$ cat config.mk
export PLATFORM = sky130hd
export DESIGN_NAME = fp_sqrt_d_wb
export DESIGN_NICKNAME = d
export VERILOG_FILES = /design/src/rtl/fp_sqrt_d_wb.sv
export SDC_FILE = /design/constraint.sdc
export NUM_CORES = 1
export LEC_CHECK = 0
export BUFFER_PORTS_ARGS = -buffer_cell sky130_fd_sc_hd__clkbuf_2
export CAP_MARGIN = 20
export CORE_MARGIN = 5
export CORE_UTILIZATION = 57
export CTS_BUF_LIST = sky130_fd_sc_hd__clkbuf_2
export DETAILED_ROUTE_END_ITERATION = 10
export MAX_ROUTING_LAYER = met4
export PLACE_DENSITY = 0.86
export SYNTH_ARGS = -nofsm -noshare
export SYNTH_HDL_FRONTEND = slang
export SYNTH_SLANG_ARGS = --single-unit
$ cat constraint.sdc
create_clock -name clk -period 11.75 [get_ports clk]
set_input_delay 2.35 -clock clk [delete_from_list [all_inputs] [get_ports clk]]
set_output_delay 2.35 -clock clk [all_outputs]
set_load 0.01 [all_outputs]
$ cat src/rtl/fp_sqrt_d_wb.sv
// Writeback stage for the double-precision sqrt datapath: RISC-V result fix-ups,
// per-op flags, a 2-entry valid/ready FIFO and sticky fflags. Optional counters: FP_SQRT_WB_STATS_EN.
module fp_sqrt_d_wb #(
  parameter int TAG_W = 5,
  parameter int DEPTH = 2
) (
  input  logic             clk,
  input  logic             rst,
  input  logic             in_valid,
  output logic             in_ready,
  input  logic [63:0]      in_a,
  input  logic [63:0]      in_sqrt,
  input  logic             in_inexact,
  input  logic [TAG_W-1:0] in_tag,
  output logic             out_valid,
  input  logic             out_ready,
  output logic [63:0]      out_result,
  output logic [TAG_W-1:0] out_tag,
  output logic [4:0]       out_flags,
  output logic [4:0]       fflags,
  input  logic             fflags_clr
`ifdef FP_SQRT_WB_STATS_EN
  ,
  output logic [31:0]      stat_ops,
  output logic [31:0]      stat_nv
`endif
);

  localparam logic [63:0] CANON_NAN = 64'h7FF8_0000_0000_0000;
  localparam logic [63:0] NEG_ZERO  = 64'h8000_0000_0000_0000;

  logic [63:0]      res_mem [2];
  logic [TAG_W-1:0] tag_mem [2];
  logic [4:0]       flg_mem [2];
  logic             wptr;
  logic             rptr;
  logic [1:0]       count;

  logic             push;
  logic             pop;

  logic [10:0]      a_exp;
  logic [51:0]      a_frac;
  logic             a_sign;
  logic             a_nan;
  logic             a_snan;
  logic             a_mag_zero;
  logic             a_inf;
  logic [63:0]      fix_result;
  logic [4:0]       fix_flags;

  // in_ready depends only on the registered count, so out_ready never reaches it
  assign in_ready  = (count != 2'(DEPTH));
  assign out_valid = (count != 2'd0);
  assign push      = in_valid & in_ready;
  assign pop       = out_valid & out_ready;

  assign out_result = res_mem[rptr];
  assign out_tag    = tag_mem[rptr];
  assign out_flags  = flg_mem[rptr];

  assign a_sign     = in_a[63];
  assign a_exp      = in_a[62:52];
  assign a_frac     = in_a[51:0];
  assign a_nan      = (a_exp == 11'h7FF) && (a_frac != 52'd0);
  assign a_snan     = a_nan && !a_frac[51];
  assign a_mag_zero = (in_a[62:0] == 63'd0);
  assign a_inf      = (a_exp == 11'h7FF) && (a_frac == 52'd0);

  // Flags are laid out {NV,DZ,OF,UF,NX}; DZ/OF/UF can never be raised by sqrt
  always_comb begin
    fix_result = in_sqrt;
    fix_flags  = {4'b0000, in_inexact};
    if (a_snan) begin
      fix_result = CANON_NAN;
      fix_flags  = 5'b10000;
    end else if (a_nan) begin
      fix_result = CANON_NAN;
      fix_flags  = 5'b00000;
    end else if (in_a == NEG_ZERO) begin
      fix_result = NEG_ZERO;
      fix_flags  = 5'b00000;
    end else if (a_sign) begin
      fix_result = CANON_NAN;
      fix_flags  = 5'b10000;
    end else if (a_mag_zero || a_inf) begin
      fix_result = in_a;
      fix_flags  = 5'b00000;
    end
  end

  always_ff @(posedge clk) begin
    if (rst) begin
      for (int i = 0; i < 2; i++) begin
        res_mem[i] <= '0;
        tag_mem[i] <= '0;
        flg_mem[i] <= '0;
      end
      wptr  <= 1'b0;
      rptr  <= 1'b0;
      count <= 2'd0;
    end else begin
      if (push) begin
        res_mem[wptr] <= fix_result;
        tag_mem[wptr] <= in_tag;
        flg_mem[wptr] <= fix_flags;
        wptr          <= ~wptr;
      end
      if (pop) begin
        rptr <= ~rptr;
      end
      case ({push, pop})
        2'b10:   count <= count + 2'd1;
        2'b01:   count <= count - 2'd1;
        default: count <= count;
      endcase
    end
  end

  // A clear coinciding with a pop keeps the popped op's flags
  always_ff @(posedge clk) begin
    if (rst) begin
      fflags <= 5'b00000;
    end else if (fflags_clr && pop) begin
      fflags <= out_flags;
    end else if (fflags_clr) begin
      fflags <= 5'b00000;
    end else if (pop) begin
      fflags <= fflags | out_flags;
    end
  end

`ifdef FP_SQRT_WB_STATS_EN
  always_ff @(posedge clk) begin
    if (rst) begin
      stat_ops <= 32'd0;
      stat_nv  <= 32'd0;
    end else if (pop) begin
      stat_ops <= stat_ops + 32'd1;
      if (out_flags[4]) begin
        stat_nv <= stat_nv + 32'd1;
      end
    end
  end
`endif

endmodule

==> results of run 1 <==
[Yosys cell counts, types with 2 or more instances]
| library cell | number | area (um^2) |
|---|---|---|
| sky130_fd_sc_hd__or2_2 | 2 | 12.5 |
| sky130_fd_sc_hd__nor2b_1 | 2 | 12.5 |
| sky130_fd_sc_hd__edfxtp_1 | 142 | 4260 |
| sky130_fd_sc_hd__o21a_1 | 102 | 766 |
| sky130_fd_sc_hd__or3b_2 | 2 | 17.5 |
| sky130_fd_sc_hd__a21oi_1 | 6 | 30.0 |
| sky130_fd_sc_hd__dfxtp_1 | 7 | 140 |
| sky130_fd_sc_hd__mux2_2 | 71 | 800 |
| sky130_fd_sc_hd__inv_1 | 3 | 11.3 |
| sky130_fd_sc_hd__buf_2 | 11 | 55.1 |
| sky130_fd_sc_hd__clkbuf_1 | 16 | 60.1 |
| sky130_fd_sc_hd__nor2_1 | 39 | 146 |
| sky130_fd_sc_hd__xor2_1 | 3 | 26.3 |
| sky130_fd_sc_hd__buf_6 | 5 | 56.3 |
| sky130_fd_sc_hd__buf_1 | 5 | 18.8 |
| sky130_fd_sc_hd__nand3_1 | 6 | 30.0 |
| sky130_fd_sc_hd__buf_4 | 7 | 52.6 |
| sky130_fd_sc_hd__or3_1 | 2 | 12.5 |
| sky130_fd_sc_hd__mux2i_1 | 2 | 20.0 |
| sky130_fd_sc_hd__and2_1 | 12 | 75.1 |
| sky130_fd_sc_hd__nor4_1 | 15 | 93.8 |
| sky130_fd_sc_hd__o21ai_0 | 3 | 15.0 |
| sky130_fd_sc_hd__a41o_1 | 2 | 20.0 |
| sky130_fd_sc_hd__nand2_1 | 11 | 41.3 |
| sky130_fd_sc_hd__nand4_1 | 6 | 37.5 |
[where the power goes]
part / internal [W] / total, W / switching, W
clock: 0.000113 / 0.000280 / 0.000167
sequential: 0.000672 / 0.000731 / 0.0000590
combinational: 0.000192 / 0.000383 / 0.000191
[worst reg2reg max path, cell delays in order, from the launching register on]
cell and delay, ns:
sky130_fd_sc_hd__dfxtp_1 0.44, sky130_fd_sc_hd__nand2b_1 0.19, sky130_fd_sc_hd__nor4bb_2 0.88, sky130_fd_sc_hd__nand3_1 0.24, sky130_fd_sc_hd__a21oi_4 0.16, sky130_fd_sc_hd__buf_4 0.51, sky130_fd_sc_hd__o21a_1 0.23
[layout make-up]
cell class                 instances  area share [%]
clock buffer                      18            1.09
multi-input combinational        305            28.2
antenna                            1          0.0302
sequential                       149            53.3
inverter                           3           0.136
tap                              147            2.22
clock inverter                    12            1.68
timing repair buffer             218            13.3
[through the flow]
step | hold WS, ns | total power [W] | std cells
2_1_floorplan | 0.467 | 0.000966 | 501
6_report | 0.490 | 0.00139 | 853
4_1_cts | 0.489 | 0.00141 | 852
3_3_place_gp | 0.446 | 0.00112 | 822
3_5_place_dp | 0.463 | 0.00113 | 822
5_1_grt | 0.522 | 0.00146 | 853
[flip-flops by register name, indices dropped and copies added (netlist names), named ones only]
signal and count:
flg_mem 4, rptr 1, fflags 2, wptr 1, res_mem 128, tag_mem 10
count 2
[final timing paths]
| kind | end | slack [ns] | cells after the start |
|---|---|---|---|
| setup / recovery | out_result[47] | 7.09 | 2 |
| hold / removal | fflags[0]$_SDFFE_PP0P_ | 0.49 | 2 |
| setup reg to reg | res_mem[0][21]$_SDFFCE_PN0P_ | 8.96 | 6 |
| hold reg to reg | fflags[0]$_SDFFE_PP0P_ | 0.49 | 2 |
[kinds of logic (layout without fill, tap and decap cells)]
kind of cell,Yosys count,after routing,share of synthesized area (%)
multiplexers,73,73,11.8
buffers and inverters,47,251,3.66
other,1,7,0.0541
AO/OA/AOI/OAI,117,117,12.5
XOR/XNOR,4,4,0.505
AND/OR/NAND/NOR,104,104,7.79
adder cells (fa/ha/maj),1,1,0.180
flip-flops,149,149,63.5
[metal layers]
layer,global-route usage (%),up-vias
met2,42.2,209
met5,-,-
met4,7.01,0
met1,26.6,2330
met3,4.54,13
li1,-,2261
==> results by group, run 1 <==
Outcome
  – Result of the run: finished clean

GRT
  – Pin count of the biggest net entering global routing: 103
  – Antenna violations before repair: 1
  – Overflow left after global routing: 0
  – First-pass GRT wire length: 25.9 mm
  – Global Route Usage Sum: 23.4%
  – Via count of the first global-routing pass: 5253

Clocking
  – Clock buffer depth: 2
  – Worst-Skew Late Latency: 0.66 ns
  – Inserted Clock Buffers: 17
  – Maximum level of the CTS H-tree: 4
  – Clock transition at the register clock pins on the worst setup and hold paths after CTS: 0.20 ns
  – TritonCTS clock tree: done
  – Root buffer cell: sky130_fd_sc_hd__clkbuf_2
  – Clk sink count: 149
  – Post-CTS sizing: 0
  – Hold-fix buffers, CTS: 0
  – Number of buffers added for setup after CTS: 0

Routing
  – Pre-antenna DRT Iters: 5
  – Number of DRC violations after detailed routing: 0
  – Antenna Nets Post-Route: 0
  – Avg Vias per Cell: 5.64
  – Wire length per cell: 19.1 um
  – Total detailed-routing wirelength: 16.3 mm
  – Routed wire length on met2: 8.97 mm
  – Detailed Route Iter0 Violations: 372
  – Met3 routed WL: 1.15 mm
  – Met1 wire length: 6.01 mm
  – Uppermost layer routed: met4
  – Total via count after detailed routing: 4813

Hold path
  – Min-Delay Startpoint: fflags[0]$_SDFFE_PP0P_
  – Worst min-delay path class: reg -> reg

Finish
  – Footprint of the multi-input gates: 2340 um^2
  – Number of nets in the layout: 834
  – Post-Layout Inst Area: 8270 um^2
  – Filler cell count: 847
  – Sequential standard cell area: 4410 um^2
  – Synth-to-Final Area Change: 19.3%
  – Post-route core utilization: 69.2%
  – Fraction of layout cells with a size suffix above 1: 46.5%
  – Leading cell types in the layout, fill and taps excluded: sky130_fd_sc_hd__clkbuf_2, sky130_fd_sc_hd__edfxtp_1, sky130_fd_sc_hd__o21a_1, sky130_fd_sc_hd__mux2_2, sky130_fd_sc_hd__nor2_1
  – Commonest non-fill, non-tap cell in the layout: sky130_fd_sc_hd__clkbuf_2

Placed design
  – DP Area: 8040 um^2
  – Dpl ws: 6.88 ns
  – HPWL after detailed placement: 11.1 mm
  – Number of buffer cells added on primary ports: 213
  – Final weighted congestion of routability-driven global placement: 0.901

Synthesis
  – Number of instances in the synthesized netlist: 496
  – Distinct cells, synth: 39
  – Most used flip-flop cell after synthesis: sky130_fd_sc_hd__edfxtp_1
  – Number of synthesized flops with an enable pin: 142
  – Average cell area after synthesis: 14.0 um^2
  – Yosys Warn Count: 0
  – Post-synthesis instance area: 6940 um^2
  – Yosys reg bits: 149
  – Async set-or-reset flop fraction in the synthesized netlist: 0%
  – Sequential share of the synthesized area: 63.5%

Critical path
  – Critical Setup Path Class: reg -> out
  – Cell-by-cell listing of the critical path: mux2_2, clkbuf_2
  – Kind of end point of the critical path: primary output
  – Buf/Inv on CP: 1
  – Startpoint of the lowest-slack register-to-register path: count[0]$_SDFFE_PP0P_
  – Data required time of the worst path: 9.40 ns
  – Data arrival at the endpoint of the critical path: 2.31 ns
  – Critical Path Max Stage Delay: 1.03 ns
  – Highest-delay cell along the critical path: sky130_fd_sc_hd__dfxtp_4
  – Highest fanout seen on the critical path: 71
  – CP startpoint kind: flip-flop
  – Crit-path leading delay family: flip-flops

Floorplan
  – Die outline height: 120 um
  – Initial core utilization: 58.0%
  – Area of the die: 14500 um^2
  – Core Rows: 40
  – Chip Width: 120 um
  – Placeable Area: 12000 um^2
  – # IOs: 220

STA
  – Max-slew headroom: 29.8%
  – RSZ-0062 raised after global routing: no
  – Share of the clock period used by the worst path: 39.7%
  – Setup TNS: 0 ns
  – Final Skew: 0.0288 ns
  – Number of max-slew violations in the final report: 0
  – Period minus WS final: 4.66 ns
  – Peak Freq: 0.215 GHz
  – Crit path setup slack, layout: 7.09 ns
  – Least-Margin Pin Slew: 1.05 ns
  – Number of setup violations in the final report: 0
  – Count of final hold-check violations: 0

Power
  – Total power density per cell area: 168 nW/um^2
  – Leakage power summed over all cells: 3.48 nW
  – Max rail drop VDD: 0.178 mV

Job
  – Max-cap violation count: 0
Note: power is estimated with default switching activity, not from simulation.
==> inputs of run 2 (changes only) <==
--- a/config.mk
+++ b/config.mk
@@ -8,11 +8,11 @@
 export BUFFER_PORTS_ARGS = -buffer_cell sky130_fd_sc_hd__clkbuf_2
 export CAP_MARGIN = 20
 export CORE_MARGIN = 5
-export CORE_UTILIZATION = 57
+export CORE_UTILIZATION = 48
 export CTS_BUF_LIST = sky130_fd_sc_hd__clkbuf_2
 export DETAILED_ROUTE_END_ITERATION = 10
 export MAX_ROUTING_LAYER = met4
-export PLACE_DENSITY = 0.86
+export PLACE_DENSITY = 0.77
 export SYNTH_ARGS = -nofsm -noshare
 export SYNTH_HDL_FRONTEND = slang
 export SYNTH_SLANG_ARGS = --single-unit
==> constraint.sdc (replaced) <==
create_clock -name clk -period 3.95 [get_ports clk]
set_input_delay 0.79 -clock clk [delete_from_list [all_inputs] [get_ports clk]]
set_output_delay 0.79 -clock clk [all_outputs]
set_load 0.01 [all_outputs]
==> run 2 against run 1 <==
Total power rose to 3.1 times the previous value. Setup slack got worse by 6.3 ns. Clock skew is 0.0024 ns lower. Non-clock buffer count grew 10. Register-to-register slack got worse by 7.8 ns. Clock-buffer cell count increased by 4. Cell area rose by 2.5%. Clock power rose to 3.4 times the previous value. Sequential cell count is the same. Utilization fell by 10 points. Final cell count grew 5.6%. Critical endpoint is now out_result[22].
==> results by group, run 2 (synthesis gave the netlist of run 1 again) <==
Floorplan
  – Placeable Area: 14400 um^2
  – Core Rows: 44
  – Initial core utilization: 48.3%
  – Die outline height: 130 um
  – # IOs: 220
  – Area of the die: 17000 um^2
  – Chip Width: 130 um

Critical path
  – Data required time of the worst path: 3.16 ns
  – Kind of end point of the critical path: primary output
  – Data arrival at the endpoint of the critical path: 2.35 ns
  – Worst R2R Setup Slack: 1.18 ns
  – RR Endpoint: res_mem[0][49]$_SDFFCE_PN0P_
  – CP startpoint kind: flip-flop
  – Highest fanout seen on the critical path: 71
  – Number of cells traversed by the worst register-to-register path: 6
  – Highest-delay cell along the critical path: sky130_fd_sc_hd__dfxtp_4
  – Critical Path Max Stage Delay: 1.01 ns
  – Startpoint of the lowest-slack register-to-register path: count[0]$_SDFFE_PP0P_
  – Cell-by-cell listing of the critical path: mux2_2, clkbuf_2
  – Critical Setup Path Class: reg -> out

Clocking
  – Worst-Skew Late Latency: 0.69 ns
  – Post-CTS sizing: 0
  – Hold-fix buffers, CTS: 0
  – Clock buffer depth: 2
  – Number of buffers added for setup after CTS: 0
  – Inserted Clock Buffers: 17
  – Root buffer cell: sky130_fd_sc_hd__clkbuf_2
  – Clk sink count: 149
  – Maximum level of the CTS H-tree: 4
  – Clock transition at the register clock pins on the worst setup and hold paths after CTS: 0.19 ns
  – TritonCTS clock tree: done

STA
  – RSZ-0062 raised after global routing: no
  – Setup TNS: 0 ns
  – Number of setup violations in the final report: 0
  – Crit path setup slack, layout: 0.810 ns
  – Worst hold slack: 0.344 ns
  – Final Skew: 0.0264 ns
  – Peak Freq: 0.319 GHz
  – Count of final hold-check violations: 0
  – Max-slew headroom: 27.9%
  – Period minus WS final: 3.14 ns
  – Least-Margin Pin Slew: 1.08 ns
  – Number of max-slew violations in the final report: 0
  – Share of the clock period used by the worst path: 79.5%

Routing
  – Total detailed-routing wirelength: 16.3 mm
  – Number of DRC violations after detailed routing: 0
  – Detailed Route Iter0 Violations: 220
  – Wire length per cell: 18.1 um
  – Antenna Nets Post-Route: 0
  – Pre-antenna DRT Iters: 4
  – Avg Vias per Cell: 5.38
  – Total via count after detailed routing: 4848

Hold path
  – Instance count along the most critical hold path: 4
  – Hold Crit Endpoint: fflags[0]$_SDFFE_PP0P_
  – Worst min-delay path class: in -> reg
  – Min-Delay Startpoint: fflags_clr

Power
  – Leakage power summed over all cells: 3.58 nW
  – Max rail drop VDD: 0.420 mV
  – Total power density per cell area: 502 nW/um^2

Placed design
  – HPWL after detailed placement: 11.2 mm
  – Final weighted congestion of routability-driven global placement: 0.877
  – Dpl ws: 0.530 ns
  – Number of buffer cells added on primary ports: 213

Finish
  – Top flop regs: res_mem: 128 flops, tag_mem: 10 flops, flg_mem: 4 flops
  – Synth-to-Final Area Change: 22.2%
  – Fraction of layout cells with a size suffix above 1: 47.8%
  – Antenna cell count: 0
  – Number of nets in the layout: 844
  – Register name with the most flops: res_mem
  – Filler cell count: 1190
  – Post-route core utilization: 59.0%
  – Commonest non-fill, non-tap cell in the layout: sky130_fd_sc_hd__clkbuf_2
  – Max reg flops: 128
  – Leading cell types in the layout, fill and taps excluded: sky130_fd_sc_hd__clkbuf_2, sky130_fd_sc_hd__edfxtp_1, sky130_fd_sc_hd__o21a_1, sky130_fd_sc_hd__mux2_2, sky130_fd_sc_hd__nor2_1

GRT
  – Pin count of the biggest net entering global routing: 72
  – Antenna violations before repair: 0
  – Global Route Usage Sum: 20.1%
  – Via count of the first global-routing pass: 5285
  – First-pass GRT wire length: 25.2 mm
  – Overflow left after global routing: 0

Outcome
  – Result of the run: finished clean

Job
  – Max-cap violation count: 0
[run 2: changes by cell type in the layout (fill, tap and decap cells not counted)]
cell                         change
sky130_fd_sc_hd__o21ai_1         +2
sky130_fd_sc_hd__o21ai_0         -2
sky130_fd_sc_hd__clkbuf_2        +4
sky130_fd_sc_hd__clkinvlp_4      -1
sky130_fd_sc_hd__buf_4           +7
sky130_fd_sc_hd__diode_2         -1
sky130_fd_sc_hd__bufinv_16       +1
sky130_fd_sc_hd__buf_12          +2
sky130_fd_sc_hd__clkinv_4        +1
sky130_fd_sc_hd__clkinv_1        -3
sky130_fd_sc_hd__buf_16          +1
[run 2: critical path: cells and delay by family (launching register included)]
kind / cells / cell delay, ns
flops: 1 / 1.01
mux: 1 / 0.44
buf+inv: 1 / 0.13
[run 2: worst max path at each step]
stage | from | endpoint | slack (ns) | cells past startpoint
after floorplan | in_valid | flg_mem[0][0]$_SDFFCE_PN0P_ | 0.76 | 2
after global placement | in_a[51] | flg_mem[1][0]$_SDFFCE_PN0P_ | 0.53 | 6
after detailed placement | in_a[51] | flg_mem[1][0]$_SDFFCE_PN0P_ | 0.53 | 6
after CTS | flip-flop | out_result[29] | 0.69 | 2
after global routing | flip-flop | out_result[29] | 0.63 | 2
final | flip-flop | out_result[22] | 0.81 | 2
[run 2: where the power goes]
| group | switching [W] | internal (W) | leakage [nW] | total, W |
|---|---|---|---|---|
| clock | 0.000512 | 0.000426 | 0.164 | 0.000939 |
| sequential | 0.000173 | 0.00200 | 1.56 | 0.00217 |
| combinational | 0.000569 | 0.000578 | 1.85 | 0.00115 |
| total | 0.00125 | 0.00300 | 3.58 | 0.00426 |
[run 2: stage by stage]
| step | instances | instance area (um^2) | power [W] |
|---|---|---|---|
| floorplan | 501 | 6960 | 0.00287 |
| global placement | 868 | 8180 | 0.00334 |
| detailed placement | 868 | 8180 | 0.00337 |
| CTS | 900 | 8450 | 0.00431 |
| global route | 901 | 8480 | 0.00447 |
| finish | 901 | 8480 | 0.00426 |
[run 2: area by class of cell]
| type | count | area (um^2) | share of cell area, % |
|---|---|---|---|
| flip-flops and latches | 149 | 4410 | 52.0 |
| repair buffers | 228 | 1220 | 14.4 |
| clock inverters | 10 | 159 | 1.87 |
| well taps | 184 | 230 | 2.72 |
| clock buffers | 22 | 110 | 1.30 |
| inverters | 3 | 11.3 | 0.133 |
| multi-input cells | 305 | 2340 | 27.6 |
[run 2: layer usage]
metal	share of wire, %	up-vias	track usage, %
met1	39	2340	22.2
met2	52	201	35.4
li1	-	2277	-
met3	6.2	30	4.22
met5	0	-	-
met4	2.9	0	8.31
